===== config.mk =====
export PLATFORM = sky130hd
export DESIGN_NAME = pipe_exec_reg
export DESIGN_NICKNAME = d
export VERILOG_FILES = /design/src/rtl/pipe_exec_reg.sv
export SDC_FILE = /design/constraint.sdc
export NUM_CORES = 1
export LEC_CHECK = 0
export BUFFER_PORTS_ARGS = -buffer_cell sky130_fd_sc_hd__buf_4
export CORE_AREA = 2 2 198 200
export DETAILED_ROUTE_END_ITERATION = 8
export DIE_AREA = 0 0 200 202
export PLACE_DENSITY_LB_ADDON = 0.1
export SLEW_MARGIN = 5
export SYNTH_ARGS = -nofsm -noshare
export SYNTH_HDL_FRONTEND = slang
export SYNTH_SLANG_ARGS = --single-unit

===== constraint.sdc =====
create_clock -name clk -period 4.67 [get_ports clk]
set_input_delay 0 -clock clk [delete_from_list [all_inputs] [get_ports clk]]
set_output_delay 0 -clock clk [all_outputs]
set_load 0.01 [all_outputs]

===== src/rtl/pipe_exec_reg.sv =====
// -----------------------------------------------------------------------------
// pipe_exec_reg
//   Decode-to-execute pipeline register for the pipelined Y86-64 core.
//   Each rising edge the register does exactly one of the following, listed
//   from highest to lowest priority:
//     rst    : load the NOP image and clear the counters and ctrl_err
//     stall  : hold the current contents (stall_cnt increments)
//     bubble : load the NOP image (bubble_cnt increments)
//     load   : capture the d_* fields, or the NOP image when d_valid=0
//   If stall and bubble are asserted together, the edge is treated as a
//   stall, and the sticky ctrl_err flag is set until the next rst.
//   Both event counters saturate at all-ones. clr_cnt zeroes the counters
//   synchronously but leaves ctrl_err alone.
//
// Ports
//   clk, rst             rising-edge clock, synchronous active-high reset
//   stall, bubble        pipeline control from the hazard unit
//   clr_cnt              synchronous clear of stall_cnt / bubble_cnt
//   d_*                  decode-stage slot (valid, stat, codes, operands, IDs)
//   E_*                  registered execute-stage slot
//   stall_cnt            cycles spent stalled (saturating)
//   bubble_cnt           bubbles injected (saturating)
//   ctrl_err             sticky flag: stall and bubble seen together
// -----------------------------------------------------------------------------
module pipe_exec_reg #(
    parameter int                 WORD_W    = 64,
    parameter int                 RID_W     = 4,
    parameter int                 CODE_W    = 4,
    parameter int                 STAT_W    = 3,
    parameter logic [CODE_W-1:0]  NOP_ICODE = 4'h1,
    parameter logic [RID_W-1:0]   RNONE     = 4'hF,
    parameter logic [STAT_W-1:0]  STAT_BUB  = 3'd0,
    parameter int                 CNT_W     = 32
) (
    input  logic              clk,
    input  logic              rst,
    input  logic              stall,
    input  logic              bubble,
    input  logic              clr_cnt,
    input  logic              d_valid,
    input  logic [STAT_W-1:0] d_stat,
    input  logic [CODE_W-1:0] d_icode,
    input  logic [CODE_W-1:0] d_ifun,
    input  logic [WORD_W-1:0] d_valC,
    input  logic [WORD_W-1:0] d_valA,
    input  logic [WORD_W-1:0] d_valB,
    input  logic [RID_W-1:0]  d_dstE,
    input  logic [RID_W-1:0]  d_dstM,
    input  logic [RID_W-1:0]  d_srcA,
    input  logic [RID_W-1:0]  d_srcB,
    output logic              E_valid,
    output logic [STAT_W-1:0] E_stat,
    output logic [CODE_W-1:0] E_icode,
    output logic [CODE_W-1:0] E_ifun,
    output logic [WORD_W-1:0] E_valC,
    output logic [WORD_W-1:0] E_valA,
    output logic [WORD_W-1:0] E_valB,
    output logic [RID_W-1:0]  E_dstE,
    output logic [RID_W-1:0]  E_dstM,
    output logic [RID_W-1:0]  E_srcA,
    output logic [RID_W-1:0]  E_srcB,
    output logic [CNT_W-1:0]  stall_cnt,
    output logic [CNT_W-1:0]  bubble_cnt,
    output logic              ctrl_err
);

    // One pipeline slot, kept as a single packed word so that hold, NOP and
    // load are whole-slot moves.
    typedef struct packed {
        logic              valid;
        logic [STAT_W-1:0] stat;
        logic [CODE_W-1:0] icode;
        logic [CODE_W-1:0] ifun;
        logic [WORD_W-1:0] valC;
        logic [WORD_W-1:0] valA;
        logic [WORD_W-1:0] valB;
        logic [RID_W-1:0]  dstE;
        logic [RID_W-1:0]  dstM;
        logic [RID_W-1:0]  srcA;
        logic [RID_W-1:0]  srcB;
    } slot_t;

    // Image loaded on reset, on a bubble, and for an invalid decode slot.
    function automatic slot_t nop_slot();
        slot_t s;
        s.valid = 1'b0;
        s.stat  = STAT_BUB;
        s.icode = NOP_ICODE;
        s.ifun  = {CODE_W{1'b0}};
        s.valC  = {WORD_W{1'b0}};
        s.valA  = {WORD_W{1'b0}};
        s.valB  = {WORD_W{1'b0}};
        s.dstE  = RNONE;
        s.dstM  = RNONE;
        s.srcA  = RNONE;
        s.srcB  = RNONE;
        return s;
    endfunction

    // Increment that sticks at all-ones instead of wrapping.
    function automatic logic [CNT_W-1:0] sat_inc(input logic [CNT_W-1:0] v);
        if (&v) begin
            return v;
        end else begin
            return v + {{(CNT_W-1){1'b0}}, 1'b1};
        end
    endfunction

    slot_t             slot_r;
    slot_t             d_slot_s;
    slot_t             slot_nxt_s;
    logic [CNT_W-1:0]  stall_cnt_r;
    logic [CNT_W-1:0]  bubble_cnt_r;
    logic [CNT_W-1:0]  stall_cnt_nxt_s;
    logic [CNT_W-1:0]  bubble_cnt_nxt_s;
    logic              ctrl_err_r;
    logic              ctrl_err_nxt_s;

    assign d_slot_s = {d_valid, d_stat, d_icode, d_ifun, d_valC, d_valA, d_valB,
                       d_dstE, d_dstM, d_srcA, d_srcB};

    // Next slot contents: stall beats bubble; an invalid slot loads as a NOP.
    always_comb begin
        slot_nxt_s = slot_r;
        if (stall) begin
            slot_nxt_s = slot_r;
        end else if (bubble || !d_valid) begin
            slot_nxt_s = nop_slot();
        end else begin
            slot_nxt_s = d_slot_s;
        end
    end

    // Next counter and error values. A bubble that coincides with a stall is
    // not counted as a bubble, and clr_cnt overrides any increment.
    always_comb begin
        stall_cnt_nxt_s  = stall_cnt_r;
        bubble_cnt_nxt_s = bubble_cnt_r;
        if (clr_cnt) begin
            stall_cnt_nxt_s  = {CNT_W{1'b0}};
            bubble_cnt_nxt_s = {CNT_W{1'b0}};
        end else begin
            if (stall) begin
                stall_cnt_nxt_s = sat_inc(stall_cnt_r);
            end else begin
                stall_cnt_nxt_s = stall_cnt_r;
            end
            if (bubble && !stall) begin
                bubble_cnt_nxt_s = sat_inc(bubble_cnt_r);
            end else begin
                bubble_cnt_nxt_s = bubble_cnt_r;
            end
        end
        ctrl_err_nxt_s = ctrl_err_r | (stall & bubble);
    end

    // State registers with synchronous reset.
    always_ff @(posedge clk) begin
        if (rst) begin
            slot_r       <= nop_slot();
            stall_cnt_r  <= {CNT_W{1'b0}};
            bubble_cnt_r <= {CNT_W{1'b0}};
            ctrl_err_r   <= 1'b0;
        end else begin
            slot_r       <= slot_nxt_s;
            stall_cnt_r  <= stall_cnt_nxt_s;
            bubble_cnt_r <= bubble_cnt_nxt_s;
            ctrl_err_r   <= ctrl_err_nxt_s;
        end
    end

    assign E_valid    = slot_r.valid;
    assign E_stat     = slot_r.stat;
    assign E_icode    = slot_r.icode;
    assign E_ifun     = slot_r.ifun;
    assign E_valC     = slot_r.valC;
    assign E_valA     = slot_r.valA;
    assign E_valB     = slot_r.valB;
    assign E_dstE     = slot_r.dstE;
    assign E_dstM     = slot_r.dstM;
    assign E_srcA     = slot_r.srcA;
    assign E_srcB     = slot_r.srcB;
    assign stall_cnt  = stall_cnt_r;
    assign bubble_cnt = bubble_cnt_r;
    assign ctrl_err   = ctrl_err_r;

endmodule


==> results by stage, run 1 <==
Synth:
- The area share of fa/ha/maj cells after synthesis is less than 1%.
- The commonest cells after synthesis are dfxtp_1, nor2_1, a22oi_1, clkbuf_1, a21oi_1.
- In the synthesized netlist the dominant register cell turns out to be dfxtp_1.
- The main combinational cell family by area after synthesis is compound AO/OA/AOI/OAI gates.
- The dominant cell type by area after synthesis is dfxtp_1.
- Averaged over all synthesized cells, the footprint is 9.18 µm².
- The summed instance area of the synthesized netlist is roughly 11000 µm².
- The dominant cell by count in the synthesized netlist is dfxtp_1.
- The number of distinct standard cells referenced by the synthesized netlist is 39.
- The synthesized netlist devotes 1.42% of its cell area to XOR and XNOR gates.
- The synthesized design contains about 290 register bits.
- The synthesized netlist devotes 21.6% of its cell area to compound gates.
- The simple-gate area share of the yosys netlist is between 10% and 20%.
- Of all flip-flops after synthesis, the portion carrying an async set or reset was 0%.
- Synthesis produced a netlist whose cell count is roughly 1100.
- In the post-synthesis netlist, the biggest area contributors are dfxtp_1, a22oi_1, nor2_1.
- Sequential cells were found to cover a little over half of the synthesized design area.
- Multiplexer cells account for 0% of the synthesized area.
- The count of flip-flops with a built-in enable after synthesis is 0.
- The area share of the leading cell type in the synthesized netlist is between 50 and 60%.
- The yosys synthesis warning count is 0.
- The post-synthesis net count is 1373.

Setup path:
- The critical path's slowest cell is nor4_2.
- The maximum cell stage delay along the critical path is around 0.76 ns.
- In this run the critical register-to-register path is launched from stall_cnt[0]$_SDFFE_PP0P_.
- The critical path in this run is classified as flip-flop to flip-flop.
- The register-to-register path setup slack is approximately 1.8 ns.
- The number of buffers and inverters on the critical path is 0.
- The type of destination of the critical path is a flip-flop.
- The endpoint of the most critical register-to-register path is stall_cnt[1]$_SDFFE_PP0P_.
- For the worst setup path, the data required time is about 5 ns.
- The kind of cell with the highest combined delay along the critical path is simple AND/OR/NAND/NOR gates.
- The length in cells of the worst reg-to-reg path is 6.
- Along the worst path, the maximum fanout reaches 22.
- The worst path arrival time is around 3.2 ns.
- The worst setup path is launched from a flip-flop.
- The signal on the critical path passes through ha_1 -> nand4_1 -> nor4_2 -> and4_1 -> nand3b_1 -> a21oi_1.

Clocking:
- TritonCTS built the clock tree.
- The number of CTS-inserted buffers is 36.
- The cell at the root of the clock tree is clkbuf_16.
- The post-CTS resize count is 0.
- The buffer levels on the longest clock path is 3.
- The post-CTS clock slew at the launch and capture registers of the worst setup and hold paths is 0.06 ns.
- The later pin in the worst-skew pair is clocked with a latency of roughly 0.53 ns.
- The H-tree depth is 2.
- The clock sink count is between 200 and 300.

Timing:
- Setup repair after global routing left no endpoint under its margin.
- Of the available clock period, the critical path in the final layout requires 60.6%.
- Measured against its own limit, the worst slew margin works out to 31.7%.
- The final setup violation count is 0.
- The clock arrives with ~0.013 ns of skew.
- The transition time at the pin with the least slew margin is slightly above 1 ns.
- After layout, the worst setup slack is about 1.8 ns.
- The clock period minus worst slack is between 2 and 3 ns.
- Summed over all failing endpoints, the final setup total negative slack is 0 ns.
- The count of final max-slew check failures came to 0.
- Timing would allow up to 354 MHz.
- The hold violation count in the final report is 1.
- Across all hold checks on the routed design, the worst slack comes to -0.00134 ns.

Finish:
- Once layout is complete, the utilization of the core stands at between 40 and 50%.
- Of the cells placed in the final design, the portion with a size suffix greater than 1 is between 30% and 40%.
- The growth of design area from synthesis to finish is 77.1%.
- The count of cells in the finished layout, fillers not included, comes to 2419.
- For this run, the post-layout net count is 2104.

Route:
- The per-cell via count in the routed design is approximately 4.8.
- The mean routed wirelength per cell is approximately 18 µm.
- The initial detailed-routing violation count is 492.
- The post-detailed-route count of antenna-violating nets is 0.
- The routed layout has between 10000 and 15000 vias.
- After detailed routing, the total wire length is roughly 43000 µm.
- The first detailed-routing pass ran for 5 iterations.
- After detailed routing, the number of remaining DRC violations is 0.

Floorplanning:
- The initial standard-cell utilization of the core is between 20% and 30%.
- For this design the top-level I/O count stands at roughly 500.
- The x dimension of the die is approximately 200 µm.
- The die is 202 µm tall.
- The full die area is 40400 µm².
- The cell row count is a little over 70.
- The floorplan step defined a core boundary enclosing roughly 38000 µm².

Global routing:
- After global routing the overflow that remains totals 0.
- The number of antenna violations at the first check in global routing is 1.
- The largest net degree at the start of global routing is roughly 170.
- The number of global-route vias before repair is around 12000.
- Global routing consumed, over all layers together, between 20% and 30% of the routing resources.
- The first global-routing pass estimated between 60000 and 70000 µm of wire.

Power and ir drop:
- The analysis attributes to net switching a power of 1350 µW.
- Net switching is 22.7% of the power.
- The share of total power dissipated in sequential elements is 42.2%.
- The fraction of power consumed by combinational cells is 10.4%.
- The worst-case IR drop observed on VDD is around 200 µV.
- Summed over all cells, the static leakage comes to between 0.007 and 0.008 µW.
- The clock network burns between 40% and 50% of the power.
- The internal power of the cells is approximately 4600 µW.
- For this design the ratio of total power to cell area is roughly 320 nW/µm².

Placed design:
- OpenSTA, run right after detailed placement, puts the worst setup slack at about 1.8 ns.
- The congestion estimate from routability-driven global placement came to between 0.8 and 0.9.
- The half-perimeter wire length after placement is 28500 µm.
- After detailed placement, the design holds a cell count of 2085.
- In this run the tool buffered the top-level ports with about 510 buffer cells.

Hold path:
- The capture endpoint of the worst hold path is stall_cnt[16]$_SDFFE_PP0P_.
- The startpoint identified for the worst hold timing path is stall.
- Counting instances, the worst hold path has a depth of 2.
- The class of the tightest hold or removal check is input pin to flip-flop.

Status:
- The run finished, with violations left.
- The checks that failed: negative hold slack.

Job:
- The number of max-capacitance violations reported is 0.
kinds of logic after synthesis:
group | Yosys count
AOI/OAI and AO/OA | 328
xor gates and xnor gates | 17
adders and majority gates | 2
buffers and inverters | 101
DFF | 285
and+or+nand+nor | 413
worst max path at each step:
| stage | startpoint | to | slack, ns | cells past startpoint |
|---|---|---|---|---|
| final | stall_cnt[0]$_SDFFE_PP0P_ | stall_cnt[1]$_SDFFE_PP0P_ | 1.84 | 6 |
| after detailed placement | stall_cnt[0]$_SDFFE_PP0P_ | stall_cnt[1]$_SDFFE_PP0P_ | 1.84 | 6 |
| after global placement | stall_cnt[0]$_SDFFE_PP0P_ | stall_cnt[11]$_SDFFE_PP0P_ | 1.98 | 6 |
| after CTS | stall_cnt[0]$_SDFFE_PP0P_ | stall_cnt[11]$_SDFFE_PP0P_ | 1.82 | 6 |
| after floorplan | stall_cnt[4]$_SDFFE_PP0P_ | stall_cnt[21]$_SDFFE_PP0P_ | 2.44 | 5 |
| after global routing | stall_cnt[0]$_SDFFE_PP0P_ | stall_cnt[11]$_SDFFE_PP0P_ | 1.54 | 6 |
worst reg2reg max path: stages, from the launching register on:
cell	delay (ns)
dfxtp_1	0.41
ha_1	0.32
nand4_1	0.14
nor4_2	0.76
and4_1	0.76
nand3b_1	0.20
a21oi_1	0.07
cells in the final DEF (no fill, tap or decap), types with 16 or more instances in the layout:
cell           instances
a21oi_1               44
a22oi_1              202
buf_4                513
clkbuf_16             37
dfxtp_1              285
dlygate4sd3_1        272
nand2_1               33
nand2b_1              17
nand3_1               22
nand4_1               21
nor2_1               227
o21ai_0               30
o22ai_1               17
or3_1                 30
xnor2_1               16
per-stage QoR:
stage          total power (µW)  hold slack (ns)  cell area, µm²
2_1_floorplan              2730            0.142           10500
3_3_place_gp               3000            0.228           14700
3_5_place_dp               3000            0.231           14700
4_1_cts                    6040         0.000164           18600
5_1_grt                    6180           0.0231           18600
6_report                   5940         -0.00134           18600
flip-flops by register name, indices dropped and copies added (netlist names):
name	flops
E_stat	3
E_dstE	4
ctrl_err	1
bubble_cnt	32
E_srcB	4
stall_cnt	32
E_ifun	4
E_dstM	4
E_valA	64
E_srcA	4
E_valB	64
E_valC	64
E_icode	4
E_valid	1
metal layers:
layer,vias up,GRT usage [%],part of all wire [%]
met1,5524,24.5,40
met5,-,0,0
met3,90,5.67,6.9
met4,0,10.3,4.5
met2,372,34.9,48
li1,5631,-,-
power groups by stage:
stage / logic (µW) / clock network, µW / registers (µW)
after detailed placement: 446 / 0 / 2560
after global routing: 664 / 3010 / 2510
after CTS: 619 / 2920 / 2510
after floorplan: 150 / 0 / 2580
final: 618 / 2820 / 2510
after global placement: 443 / 0 / 2560
cell type report:
cell class	count	area [µm²]
clock buffers	56	1130
diodes	1	2.50
repair buffers	788	6620
flip-flops and latches	285	5710
fillers	3600	19700
inverters	6	22.5
well taps	518	648
clock inverters	5	75.1
multi-input cells	760	4440
what timing repair did:
item / CTS / global route
endpoints found under the hold margin: 224 / 0
hold buffers: 272 / 0
buffers inserted: 0 / 0
(Power assumes the default switching activity.)
==> run 2: changes to the inputs <==
CORE_AREA = 2 2 201 203   (was 2 2 198 200)
DIE_AREA = 0 0 203 205   (was 0 0 200 202)
clock period = 2.61 ns   (was 4.67 ns; I/O delays follow)
==> run 2 against run 1 <==
  * The run now ends clean
  * Power is 71% higher
  * First-iteration DRC count grew 25%
  * Register-to-register slack lost 1.6 ns
  * Cell count rose by 1.2%
  * Combinational power grew 83%
  * Sequential power up 79%
  * Wire length is 0.68% higher
  * Global-route usage down 0.78 points
  * Critical path type unchanged
  * Largest cell class unchanged
  * Largest power group unchanged
==> results by stage, run 2 (synthesized netlist as in run 1, its figures left out) <==
Setup path:
- The startpoint of the most critical register-to-register path is bubble_cnt[8]$_SDFFE_PP0P_.
- The worst setup path is launched from a flip-flop.
- The signal on the critical path passes through and4_1 -> nand4_1 -> a2111o_1 -> or3_1 -> a21oi_1.
- The register-to-register path setup slack is 0.20 ns (-1.65 ns).
- The largest fanout on the critical path was 12 (-45%).
- The worst path arrival time is 2.87 ns (-0.33 ns).
- The data required time of the critical path is 3.07 ns (-1.97 ns).
- The slowest stage of the critical path is the a2111o_1 cell.
- The class of the most critical setup path is flip-flop to flip-flop.
- The length in cells of the worst reg-to-reg path is 5 (-1).
- The worst register-to-register path ends at bubble_cnt[29]$_SDFFE_PP0P_.
- STA classifies the critical path endpoint as a flip-flop.
- The maximum cell stage delay along the critical path is 0.60 ns (-0.16 ns).

Floorplanning:
- The initial standard-cell utilization of the core is 26.7% (-0.75 points).
- The cell row count came to 73 (+1.4%).
- The x dimension of the die is 203 µm (+1.5%).
- The number of top-level design ports is 510 (unchanged).
- The full die area is 41600 µm² (+3.0%).
- The die outline height was 205 µm (+1.5%).
- The placeable core area is 39400 µm² (+2.8%).

Finish:
- The final-stage net count came to 2127 (+1.1%).
- The library cell used most frequently in the layout, excluding fill and tap cells, is buf_4.
- The final design instance area without fill is 18800 µm² (+0.64%).
- The share of cells above drive strength 1 came to 30.4% (-0.41 points).
- The growth of design area from synthesis to finish is 78.3%.
- The top cell types in the final layout, fill and taps aside, are buf_4, dlygate4sd3_1, dfxtp_1.
- The total of fill cells in the finished design is 3780 (+5.0%).

Global routing:
- The first-pass GRT wire length was 66000 µm (-0.26%).
- The number of global-route vias before repair was 11800 (+0.042%).
- The total global routing track utilization is 20.1% (-0.78 points).
- The largest net degree at the start of global routing is 155 (-9.4%).
- The total congestion overflow after global routing came to 0 (unchanged).
- The number of antenna violations at the first check in global routing is 2 (+1).

Job:
- The number of max-capacitance violations reported is 0 (unchanged).

Timing:
- The worst-case clock skew was 0.00481 ns (-0.00796 ns).
- The count of final max-slew check failures is 0 (unchanged).
- The hold violation count in the final report is 0 (-1).
- The share of the cycle needed by the critical path after routing was 92.5% (+32 points).
- Setup repair after global routing left no endpoint under its margin.
- The final setup violation count is 0 (unchanged).
- The highest attainable clock frequency is 414 MHz (+17%).
- The worst relative slew slack is 21.6% (-10 points).
- The clock period minus worst slack is 2.41 ns (-0.415 ns).
- The worst path setup slack after routing is 0.197 ns (-1.65 ns).
- The worst slack on hold paths is 0.200 ns (+0.202 ns).
- The final total negative setup slack came to 0 ns (unchanged).
- The transition time at the pin with the least slew margin was 1.18 ns (+0.151 ns).

Clocking:
- The post-CTS resize count came to 0 (unchanged).
- The post-CTS repair timing setup buffer count came to 0 (unchanged).
- The cell at the root of the clock tree is clkbuf_16.
- The clock latency on the worst-skew pair is 0.53 ns (about the same).
- The buffer levels on the longest clock path is 3 (unchanged).
- The post-CTS clock slew at the launch and capture registers of the worst setup and hold paths is 0.06 ns (about the same).
- TritonCTS built the clock tree.
- The total of hold buffers inserted after clock tree synthesis came to 287 (+5.5%).
- The number of CTS-inserted buffers was 35 (-2.8%).
- The clock sink count is 285 (unchanged).
- The H-tree depth is 2 (unchanged).

Route:
- The overall via count from detail_route is 11700 (+1.0%).
- The initial detailed-routing violation count is 615 (+25%).
- The mean routed wirelength per cell is 17.9 µm (-0.47%).
- The uppermost layer routed is met4.
- The per-cell via count in the routed design is 4.79 (-0.16%).
- The sum of met3 wire segment lengths after detailed routing came to 2890 µm (-3.9%).
- The first-pass iteration count of the detailed router is 4 (-1).
- The routed wire length on met2 is 21600 µm (+3.1%).
- The routed wire length came to 43700 µm (+0.68%).
- The met1 wire length came to 17400 µm (-0.83%).
- The DRC violation count after routing came to 0 (unchanged).
- The post-detailed-route count of antenna-violating nets is 0 (unchanged).

Power and ir drop:
- The post-route total power came to 10200 µW (+71%).
- The worst-case vdd ir drop is 369 µV (+88%).
- The power density over the cells was 543 nW/µm² (+70%).
- The leakage power of the design is 0.00784 µW (+0.67%).

Status:
- The flow ran to the end, and the final reports show no timing, DRC or antenna violations.

Hold path:
- The class of the tightest hold or removal check is input pin to flip-flop.
- The worst hold path depth is 4 (+2).
- The capture endpoint of the worst hold path is E_valB[13]$_SDFFE_PP0N_.
- In this run the most critical hold path is launched from d_valid.

Placed design:
- The count of buffers from port buffering is 509 (unchanged).
- The placed instance area came to 14800 µm² (+0.86%).
- The half-perimeter wire length after placement is 29300 µm (+2.6%).
- The global placement routability congestion is 0.786 (-5.0%).
- The pre-CTS setup slack is 0.225 ns (-1.61 ns).
run 2: changes by cell type in the layout (fill, tap and decap cells not counted), sizes merged:
cell	change
diode	+2
clkbuf	-3
bufinv	-2
buf	+9
dlygate4sd3	+15
run 2: critical path: cells and delay by family (launching register included):
| family | cells | cell delay, ns |
|---|---|---|
| AO/OA/AOI/OAI | 2 | 0.74 |
| flip-flops | 1 | 0.42 |
| AND/OR/NAND/NOR | 3 | 1.18 |
run 2: worst max path at each step:
stage / endpoint / depth (start not counted) / start
2_1_floorplan: stall_cnt[21]$_SDFFE_PP0P_ / 5 / stall_cnt[4]$_SDFFE_PP0P_
3_3_place_gp: bubble_cnt[29]$_SDFFE_PP0P_ / 5 / bubble_cnt[8]$_SDFFE_PP0P_
3_5_place_dp: bubble_cnt[29]$_SDFFE_PP0P_ / 5 / bubble_cnt[8]$_SDFFE_PP0P_
4_1_cts: bubble_cnt[29]$_SDFFE_PP0P_ / 5 / bubble_cnt[8]$_SDFFE_PP0P_
5_1_grt: bubble_cnt[31]$_SDFFE_PP0P_ / 5 / bubble_cnt[8]$_SDFFE_PP0P_
6_report: bubble_cnt[29]$_SDFFE_PP0P_ / 5 / bubble_cnt[8]$_SDFFE_PP0P_
run 2: report_power, final:
part,internal [µW],switching (µW),total (µW)
logic,663,469,1130
registers,4440,48.8,4490
clock network,2690,1870,4560
total,7790,2390,10200
run 2: per-layer routing:
| layer | global-route usage (%) | up-vias |
|---|---|---|
| met4 | 9.85 | 0 |
| met5 | 0 | - |
| li1 | - | 5687 |
| met1 | 23.3 | 5559 |
| met2 | 34.5 | 388 |
| met3 | 5.14 | 99 |
run 2: final cells by class:
class / instances / area, µm² / area share, %
diodes: 3 / 7.51 / 0.0400
flip-flops and latches: 285 / 5710 / 30.4
well taps: 525 / 657 / 3.50
clock inverters: 3 / 15.0 / 0.0800
repair buffers: 812 / 6880 / 36.7
inverters: 6 / 22.5 / 0.120
multi-input cells: 760 / 4440 / 23.7
clock buffers: 53 / 1030 / 5.47
run 2: stage by stage:
step,utilization (%),std cells
global placement,37.7,2101
CTS,47.6,2444
finish,47.6,2447
global route,47.6,2445
floorplan,-,1146
detailed placement,37.7,2101
